<file path="src/rtl/mpeg_system_pkg.sv">
// Shared definitions for the MPEG-1 system-stream parsing blocks.
package mpeg_system_pkg;

    typedef enum logic [3:0] {
        S_SYNC,
        S_Z1,
        S_Z2,
        S_ID,
        S_PACK,
        S_LEN_HI,
        S_LEN_LO,
        S_HDR,
        S_STD1,
        S_TS,
        S_PAYLOAD,
        S_SKIP
    } state_e;

    localparam logic [7:0] SC_PACK   = 8'hBA;
    localparam logic [7:0] SC_SYSHDR = 8'hBB;
    localparam logic [7:0] SC_END    = 8'hB9;

    // Maximum number of 0xFF stuffing bytes tolerated in a packet header
    localparam int unsigned STUFF_LIMIT = 16;
    // Bytes in an MPEG-1 pack header body after the 0xBA start code
    localparam int unsigned PACK_LEN = 8;

endpackage

</file>
<file path="src/rtl/mpeg_timestamp_parser.sv">
// Assembles a 33-bit MPEG timestamp from its 5-byte encoding and checks the
// marker bits of bytes 1, 3 and 5. Used for PTS now and SCR later.
module mpeg_timestamp_parser (
    input  logic        clk,
    input  logic        reset,
    input  logic [7:0]  ts_byte,
    input  logic        ts_strobe,
    input  logic        ts_first,   // this strobe carries byte 1 of a new timestamp
    output logic [32:0] ts_value,
    output logic        ts_done,    // 5th byte consumed and every marker was good
    output logic        ts_error    // marker bit of the current byte is bad
);

    logic [2:0]  idx_q, idx_d;
    logic [32:0] acc_q, acc_d;
    logic        bad_q, bad_d;

    logic [2:0]  idx;
    logic [32:0] acc_nxt;
    logic        bad_in;
    logic        marker_bad;

    // Merge the current byte into the running value and flag marker faults
    always_comb begin
        idx        = ts_first ? 3'd0 : idx_q;
        acc_nxt    = ts_first ? 33'd0 : acc_q;
        bad_in     = ts_first ? 1'b0 : bad_q;
        marker_bad = 1'b0;
        case (idx)
            3'd0: begin
                acc_nxt[32:30] = ts_byte[3:1];
                marker_bad     = ~ts_byte[0];
            end
            3'd1: acc_nxt[29:22] = ts_byte;
            3'd2: begin
                acc_nxt[21:15] = ts_byte[7:1];
                marker_bad     = ~ts_byte[0];
            end
            3'd3: acc_nxt[14:7] = ts_byte;
            3'd4: begin
                acc_nxt[6:0] = ts_byte[7:1];
                marker_bad   = ~ts_byte[0];
            end
            default: ;
        endcase

        idx_d = idx_q;
        acc_d = acc_q;
        bad_d = bad_q;
        if (ts_strobe && idx < 3'd5) begin
            idx_d = idx + 3'd1;
            acc_d = acc_nxt;
            bad_d = bad_in | marker_bad;
        end

        ts_value = acc_nxt;
        ts_error = ts_strobe && (idx < 3'd5) && marker_bad;
        ts_done  = ts_strobe && (idx == 3'd4) && !(bad_in || marker_bad);
    end

    // Timestamp accumulator state
    always_ff @(posedge clk) begin
        if (reset) begin
            idx_q <= 3'd0;
            acc_q <= 33'd0;
            bad_q <= 1'b0;
        end else begin
            idx_q <= idx_d;
            acc_q <= acc_d;
            bad_q <= bad_d;
        end
    end

endmodule

</file>
<file path="src/rtl/mpeg_video_packet_demux.sv">
// MPEG-1 system-stream demultiplexer: tracks pack/system/packet headers and
// forwards the payload of one selected stream, capturing its PTS.
module mpeg_video_packet_demux
    import mpeg_system_pkg::*;
#(
    parameter logic [7:0] STREAM_ID = 8'hE0
) (
    input  logic        clk,
    input  logic        reset,
    input  logic [7:0]  din,
    input  logic        din_valid,
    output logic [7:0]  mpeg_data,
    output logic        data_valid,
    output logic [32:0] pts,
    output logic        pts_valid,
    output logic        end_of_stream,
    output logic        format_error
);

    state_e      state_q, state_d;
    logic [15:0] remaining_q, remaining_d;
    logic [7:0]  len_hi_q, len_hi_d;
    logic [7:0]  id_q, id_d;
    logic [3:0]  cnt_q, cnt_d;        // bytes left in PACK or TS
    logic        ts_dts_q, ts_dts_d;  // TS field carries a trailing DTS
    logic [4:0]  stuff_q, stuff_d;

    logic [7:0]  mpeg_data_q, mpeg_data_d;
    logic        data_valid_q, data_valid_d;
    logic [32:0] pts_q, pts_d;
    logic        pts_valid_q, pts_valid_d;
    logic        eos_q, eos_d;
    logic        ferr_q, ferr_d;

    logic        ts_strobe, ts_first, ts_done, ts_error;
    logic [32:0] ts_value;

    // Feed PTS bytes (not DTS bytes) to the timestamp assembler
    always_comb begin
        ts_first  = (state_q == S_HDR);
        ts_strobe = din_valid &&
                    ((state_q == S_HDR && din[7:5] == 3'b001) ||
                     (state_q == S_TS && (!ts_dts_q || cnt_q > 4'd5)));
    end

    mpeg_timestamp_parser u_pts (
        .clk       (clk),
        .reset     (reset),
        .ts_byte   (din),
        .ts_strobe (ts_strobe),
        .ts_first  (ts_first),
        .ts_value  (ts_value),
        .ts_done   (ts_done),
        .ts_error  (ts_error)
    );

    // Parser next state and registered-output values
    always_comb begin
        state_d      = state_q;
        remaining_d  = remaining_q;
        len_hi_d     = len_hi_q;
        id_d         = id_q;
        cnt_d        = cnt_q;
        ts_dts_d     = ts_dts_q;
        stuff_d      = stuff_q;
        mpeg_data_d  = mpeg_data_q;
        data_valid_d = 1'b0;
        pts_d        = pts_q;
        pts_valid_d  = 1'b0;
        eos_d        = 1'b0;
        ferr_d       = 1'b0;

        if (din_valid) begin
            case (state_q)
                S_SYNC: state_d = (din == 8'h00) ? S_Z1 : S_SYNC;
                S_Z1:   state_d = (din == 8'h00) ? S_Z2 : S_SYNC;
                S_Z2: begin
                    if (din == 8'h00)      state_d = S_Z2;
                    else if (din == 8'h01) state_d = S_ID;
                    else                   state_d = S_SYNC;
                end
                S_ID: begin
                    id_d = din;
                    if (din == SC_PACK) begin
                        state_d = S_PACK;
                        cnt_d   = 4'(PACK_LEN);
                    end else if (din == SC_END) begin
                        eos_d   = 1'b1;
                        state_d = S_SYNC;
                    end else if (din == SC_SYSHDR || din >= 8'hBC) begin
                        state_d = S_LEN_HI;
                    end else begin
                        ferr_d  = 1'b1;
                        state_d = S_SYNC;
                    end
                end
                S_PACK: begin
                    // MPEG-2 packs start with 01xx_xxxx and are rejected here
                    if (cnt_q == 4'(PACK_LEN) && (din[7:4] != 4'b0010 || !din[0])) begin
                        ferr_d  = 1'b1;
                        state_d = S_SYNC;
                    end else if (cnt_q == 4'd1) begin
                        state_d = S_SYNC;
                    end else begin
                        cnt_d = cnt_q - 4'd1;
                    end
                end
                S_LEN_HI: begin
                    len_hi_d = din;
                    state_d  = S_LEN_LO;
                end
                S_LEN_LO: begin
                    remaining_d = {len_hi_q, din};
                    stuff_d     = 5'd0;
                    if ({len_hi_q, din} == 16'd0)                  state_d = S_SYNC;
                    else if (id_q != STREAM_ID || id_q == SC_SYSHDR) state_d = S_SKIP;
                    else                                           state_d = S_HDR;
                end
                S_HDR: begin
                    if (din == 8'hFF) begin
                        if (stuff_q == 5'(STUFF_LIMIT)) begin
                            ferr_d  = 1'b1;
                            state_d = S_SYNC;
                        end else begin
                            stuff_d = stuff_q + 5'd1;
                        end
                    end else if (din[7:6] == 2'b01) begin
                        state_d = S_STD1;
                    end else if (din[7:4] == 4'b0010) begin
                        state_d  = S_TS;
                        cnt_d    = 4'd4;
                        ts_dts_d = 1'b0;
                    end else if (din[7:4] == 4'b0011) begin
                        state_d  = S_TS;
                        cnt_d    = 4'd9;
                        ts_dts_d = 1'b1;
                    end else if (din == 8'h0F) begin
                        state_d = S_PAYLOAD;
                    end else begin
                        ferr_d  = 1'b1;
                        state_d = S_SYNC;
                    end
                end
                S_STD1: state_d = S_HDR;
                S_TS: begin
                    // In MPEG-1 the payload follows the timestamps directly
                    if (cnt_q == 4'd1) state_d = S_PAYLOAD;
                    else               cnt_d   = cnt_q - 4'd1;
                end
                S_PAYLOAD: begin
                    mpeg_data_d  = din;
                    data_valid_d = 1'b1;
                end
                S_SKIP: ;
                default: state_d = S_SYNC;
            endcase

            if (ts_error) ferr_d = 1'b1;
            if (ts_done) begin
                pts_d       = ts_value;
                pts_valid_d = 1'b1;
            end

            // Packet length bounds everything after the length field
            if (state_q inside {S_HDR, S_STD1, S_TS, S_PAYLOAD, S_SKIP}) begin
                remaining_d = remaining_q - 16'd1;
                if (remaining_q == 16'd1) begin
                    state_d = S_SYNC;
                    if (state_q inside {S_HDR, S_STD1, S_TS}) ferr_d = 1'b1;
                end
            end
        end
    end

    // Parser state and output registers
    always_ff @(posedge clk) begin
        if (reset) begin
            state_q      <= S_SYNC;
            remaining_q  <= 16'd0;
            len_hi_q     <= 8'd0;
            id_q         <= 8'd0;
            cnt_q        <= 4'd0;
            ts_dts_q     <= 1'b0;
            stuff_q      <= 5'd0;
            mpeg_data_q  <= 8'd0;
            data_valid_q <= 1'b0;
            pts_q        <= 33'd0;
            pts_valid_q  <= 1'b0;
            eos_q        <= 1'b0;
            ferr_q       <= 1'b0;
        end else begin
            state_q      <= state_d;
            remaining_q  <= remaining_d;
            len_hi_q     <= len_hi_d;
            id_q         <= id_d;
            cnt_q        <= cnt_d;
            ts_dts_q     <= ts_dts_d;
            stuff_q      <= stuff_d;
            mpeg_data_q  <= mpeg_data_d;
            data_valid_q <= data_valid_d;
            pts_q        <= pts_d;
            pts_valid_q  <= pts_valid_d;
            eos_q        <= eos_d;
            ferr_q       <= ferr_d;
        end
    end

    assign mpeg_data     = mpeg_data_q;
    assign data_valid    = data_valid_q;
    assign pts           = pts_q;
    assign pts_valid     = pts_valid_q;
    assign end_of_stream = eos_q;
    assign format_error  = ferr_q;

endmodule

</file>
<file path="config.mk">
export PLATFORM = sky130hd
export DESIGN_NAME = mpeg_video_packet_demux
export DESIGN_NICKNAME = d
export VERILOG_FILES = /design/src/rtl/mpeg_system_pkg.sv /design/src/rtl/mpeg_timestamp_parser.sv /design/src/rtl/mpeg_video_packet_demux.sv
export SDC_FILE = /design/constraint.sdc
export NUM_CORES = 1
export LEC_CHECK = 0
export CAP_MARGIN = 20
export CORE_MARGIN = 2
export CORE_UTILIZATION = 40
export CTS_BUF_LIST = sky130_fd_sc_hd__clkbuf_4
export DETAILED_ROUTE_END_ITERATION = 10
export GPL_ROUTABILITY_DRIVEN = 0
export PLACE_DENSITY = 0.62
export SYNTH_ARGS = -nofsm -noshare
export SYNTH_HDL_FRONTEND = slang
export SYNTH_HIERARCHICAL = 1
export SYNTH_SLANG_ARGS = --single-unit
</file>
<file path="constraint.sdc">
create_clock -name clk -period 4.1 [get_ports clk]
set_clock_uncertainty 0.1 [all_clocks]
set_input_delay 0.82 -clock clk [delete_from_list [all_inputs] [get_ports clk]]
set_output_delay 0.82 -clock clk [all_outputs]
set_load 0.05 [all_outputs]
</file>
Word level (Yosys, flattened, before mapping)
Cells that the tools add are included.
- output and inout port bits: 45
- register bits after elaboration: 128
- input bits: 11
- word-level logic and storage cells: 170
- equality and inequality tests: 39
- bitwise logic cells: 6
- $lt $le $gt $ge: 3
- $add $sub $neg: 4
- muxes and demuxes: 63
- reductions and logical operators: 39
- operators by type and width (kind ; number):
    two-way mux 4 bit ; 20
    one-hot mux 4 bit (11 select lines) ; 1
    == test 8 bit, second input constant ; 5
    two-way mux 33 bit ; 1
    two-way mux 16 bit ; 2
    two-way mux 1 bit ; 22
    == test 4 bit, second input constant ; 5
    == test 16 x 1 -> 1 bit, second input constant ; 1
    == test 4 x 2 -> 1 bit, second input constant ; 4
    == test 4 x 3 -> 1 bit, second input constant ; 4
    logical NOT 16 bit ; 1
    two-way mux 8 bit ; 2
    one-hot mux 4 bit (4 select lines) ; 1
    subtractor 16 x 1 -> 16 bit, second input constant ; 1
    two-way mux 3 bit ; 5
    two-way mux 7 bit ; 2
    inequality test 2 bit, second input constant ; 6
    two-way mux 5 bit ; 2
    one-hot mux 5 bit (2 select lines) ; 1
    AND reduction 2 bit ; 5
    == test 4 x 1 -> 1 bit, second input constant ; 2
    == test 8 x 1 -> 1 bit, second input constant ; 1
    == test 8 x 4 -> 1 bit, second input constant ; 1
    >= comparator 8 bit, second input constant ; 1
    other kinds (33) ; 58

Longest topological paths before layout
- depth in word-level cells: 11
- mapped depth: 17
- depth with buffers taken out: 12

Modules after synthesis
The synthesis kept the hierarchy.
- modules (own cells, without submodules) (module ; times used ; cells each ; area an instance (µm²)):
    mpeg_video_packet_demux ; 1 ; 567 ; 4539.4
    mpeg_timestamp_parser ; 1 ; 236 ; 1969.4

Worst setup path after synthesis
OpenSTA, ideal clock, no wires.
- kind: reg2reg
- start: reg state_q[0]
- end: reg pts_q[29], in the netlist pts[29]
- arrival: 2.974 ns
- cell stages (with the launch flop): 17
- library setup time: 0.071 ns
- path slack: 0.955 ns
- path buffers: 7
- path through: dfxtp_1 clkbuf_8 nand4b_1 inv_2 buf_2 buf_2 nand2b_1 ha_1 and3b_1 clkbuf_1 buf_2 nor3b_1 and2_1 clkbuf_1 clkbuf_1 nand2_1 a21oi_1
- cells in the longest elaborated chain, start to end: 9
- elaborated cells between the ends (all ways): 21
- classes of those cells: 5 x eq/ne; 5 x mux; 11 x reduce/logical
- ends and longest elaborated chain (item ; line ; RTL):
    start, declared ; mpeg_video_packet_demux.sv:20 ; state_e state_q, state_d;
    start signal, assigned ; mpeg_video_packet_demux.sv:192 ; state_q <= state_d;
    == test 4 x 3 -> 1 bit * ; mpeg_video_packet_demux.sv:40 ; ts_first = (state_q == S_HDR);
    via ts_first ; mpeg_video_packet_demux.sv:35 ; logic ts_strobe, ts_first, ts_done, ts_error;
    two-way mux 3 bit ; mpeg_timestamp_parser.sv:25 ; idx = ts_first ? 3'd0 : idx_q;
    == test 3 x 2 -> 1 bit (tied with other cells) ; mpeg_timestamp_parser.sv:29 ; case (idx)
    OR reduction 3 bit (no line) ; -- ;
    two-way mux 1 bit ; -- ;
    logical OR 1 bit ; mpeg_timestamp_parser.sv:58 ; ts_done = ts_strobe && (idx == 3'd4) && !(bad_in || marker_bad);
    logical NOT 1 bit ; mpeg_timestamp_parser.sv:58 ;
    logical AND 1 bit * ; mpeg_timestamp_parser.sv:58 ;
    via ts_done ; mpeg_video_packet_demux.sv:35 ;
    AND reduction 2 bit (no line) * ; -- ;
    end signal, assigned ; mpeg_video_packet_demux.sv:201 ; pts_q <= pts_d;
    end, declared ; mpeg_video_packet_demux.sv:30 ; logic [32:0] pts_q, pts_d;
The timed path passes the listed nets; every way through them passes the cells marked *.
A chain may end at the register's enable or synchronous reset.

Worst setup path in the final report
- start: reg state_q[1]
- end: reg pts_q[13], in the netlist pts[13]
The elaborated chain is that of the path after synthesis.

==> qor.yml <==
route:
  viasPerCell: 5.56
  drc_errors: 0
  wl_mm: 17.1
  firstDrtPassIters: 5
  drt_iter0_drc: 403
  num_vias: 5932
  routedWlPerCell_um: 16.1
  ant_nets: 0
floorplanning:
  rows: 46
  dieArea_um2: 17300
  die_y_um: 132
  die_x_um: 132
  coreArea_um2: 15900
  io_pins: 56
  start_util_pct: 41.0
run_status:
  outcome: "completed"
yosys:
  synth_cell_types: 84
  synthArstFlopShare_pct: 0
  netlist_top_cells_area: "dfxtp_1 (39%), nand2_1 (7.8%), a21oi_1 (6.1%)"
  yosysSeqAreaShare_pct: 39.4
  synth_edf_count: 0
  yosysWarningCount: 6
  syn-num-nets: 825
  synthSimpleGateAreaFrac_pct: 25.0
  yosysTopAreaCellShare_pct: 39.4
  synth_ff_type: "dfxtp_1"
  muxShareOfSynthArea_pct: 2.77
  synth_compound_area_share_pct: 23.5
  syn_inst: 803
  ys_seq_elements: 128
  avgSynthCellArea_um2: 8.11
  synth_fa_ha_area_share_pct: 2.11
  synth_top_family_by_area: "simple AND/OR/NAND/NOR gates"
  syn-cell-area_um2: 6510
  synthXorXnorAreaFrac_pct: 0.135
  yosys.cell_count.top_type: "nand2_1"
  synth_commonest_cells: "nand2_1 (135), dfxtp_1 (128), a21oi_1 (79)"
  yosysTopAreaCell: "dfxtp_1"
setup_path:
  crit_start: "state_q[1]"
  crit_path_end_kind: "flop"
  max_stage_delay_ns: 0.65
  path_cells: "nand4b_1, inv_2, nand2b_1, inv_1, ha_1, and2b_1, nor3_1, nor2_1, nor3b_1, and2_1, buf_12, nand2_1, a21oi_1"
  cp_max_fo: 28
  cp.required_ns: 4.46
  reg2reg_from: "state_q[1]"
  critPathKind: "flop to flop"
  cpMaxStageDelayCell: "dfxtp_1"
  path_buf_inv: 3
  cp.arrival_ns: 3.64
  cp-start-kind: "flop"
  crit_family: "simple AND/OR/NAND/NOR gates"
clocking:
  clockBufferDepth: 2
  cts_made_buffers: 17
  cts_max_level: 4
  worstSkewPairLatency_ns: 0.54
  postCtsHoldBufs: 0
  path_clk_slew_ns: 0.10
  clock-sinks: 128
  cts_tree: "done"
  root_buffer: "clkbuf_4"
  post_cts_buffers: 0
  postCtsResizedCells: 0
timing:
  hold_violations: 0
  setup_tns_ns: 0
  fin_crit_ns: 3.28
  worst_slack_ns: 0.824
  setup_viol: 0
  relSlewSlack_pct: 51.0
  slew_viol_final: 0
  max_freq_mhz: 305
  grt_setup_unrepaired: "no"
  worst_pin_slew_ns: 0.735
  fin_crit_sh_pct: 79.9
layout:
  fin_area_um2: 7370
  diodes: 0
  layout-drive-gt1-share_pct: 9.53
  area_delta_synth_final_pct: 13.3
  nets: 862
worst_hold_path:
  hold_start: "pts[19]"
  hp-class: "flop to flop"
job:
  cap_violations: 0
power_and_ir_drop:
  vdd_drop_max_v: 0.000271
  power.density_nw_per_um2: 282
  power.leakage_nw: 2.61
  total_power_mw: 2.08
placement:
  numPortBuffers: 55
  dp_hpwl_mm: 11.6
  place_area_um2: 7160
  pre_cts_ws_ns: 0.655
global_route:
  antenna_found_initial: 0
  grt_pass1_vias: 5426
  grt_pass1_wl_mm: 28.3
  grt_max_degree: 46
  overflow: 0
  track_usage_pct: 20.1
worst paths after layout:
check	cells after the start	endpoint	slack, ns
worst max-delay path	13	pts[13]	0.82
worst min-delay path	2	pts[19]	0.36
worst min register to register	2	pts[19]	0.36
worst max register to register	13	pts[13]	0.82
placed cells by master, fill, tap and decap left out, types with 7 or more instances in the layout:
cell type / count
a211oi_1: 8
a21oi_1: 79
a22o_1: 24
a22oi_1: 14
a32oi_1: 8
and3_1: 8
buf_4: 25
clkbuf_4: 19
clkdlybuf4s50_1: 54
dfxtp_1: 128
ha_1: 11
inv_1: 19
mux2i_1: 18
nand2_1: 135
nand2b_1: 21
nand3_1: 22
nor2_1: 73
nor3_1: 11
nor4_1: 7
o21ai_0: 44
or3_1: 9
or4_1: 7
flip-flops by register name, indices dropped and copies added (netlist names):
| name | cells |
|---|---|
| end_of_stream | 1 |
| stuff_q | 5 |
| ts_dts_q | 1 |
| id_q | 8 |
| u_pts/acc_q | 33 |
| remaining_q | 16 |
| pts_valid | 1 |
| state_q | 4 |
| mpeg_data | 8 |
| len_hi_q | 8 |
| u_pts/bad_q | 1 |
| cnt_q | 4 |
| u_pts/idx_q | 3 |
| data_valid | 1 |
| format_error | 1 |
| pts | 33 |
tightest hold or removal path, stage by stage (launching register included):
cell,delay [ns]
dfxtp_1,0.32
nand2_1,0.05
a21oi_1,0.05
cell families (layout without fill, tap and decap cells):
| group | count (synthesis) | count (layout) |
|---|---|---|
| adder cells (fa/ha/maj) | 11 | 11 |
| AND/OR/NAND/NOR | 333 | 333 |
| flip-flops | 128 | 128 |
| AO/OA/AOI/OAI | 229 | 229 |
| multiplexers | 18 | 18 |
| XOR/XNOR | 1 | 1 |
| buffers and inverters | 83 | 130 |
area by class of cell:
type / instances / area, µm²
clock buffers: 19 / 143
repair buffers: 80 / 748
fillers: 1653 / 8510
multi-input cells: 592 / 3490
inverters: 21 / 83.8
flip-flops and latches: 128 / 2560
well taps: 216 / 270
clock inverters: 10 / 73.8
routing by layer:
metal  part of all wire (%)  vias up  track usage, %
li1                       -     2935               -
met1                     48     2845            26.4
met2                     47      133            32.5
met3                    4.3       19            5.21
met4                    1.3        0            5.74
met5                      0        -               0
through the flow:
step / utilization (%) / std cells / hold WS, ns
after floorplan: - / 803 / 0.332
after global placement: 45.1 / 1037 / 0.342
after detailed placement: 45.1 / 1037 / 0.346
after CTS: 46.4 / 1066 / 0.360
after global routing: 46.4 / 1066 / 0.376
final: 46.4 / 1066 / 0.357
report_power, final:
group | internal [mW] | leakage, nW | switching [mW]
Combinational | 0.0289 | 1.46 | 0.0721
Sequential | 1.24 | 1.03 | 0.0000454
Clock | 0.292 | 0.126 | 0.442
Power figures use the tool's default switching activity.
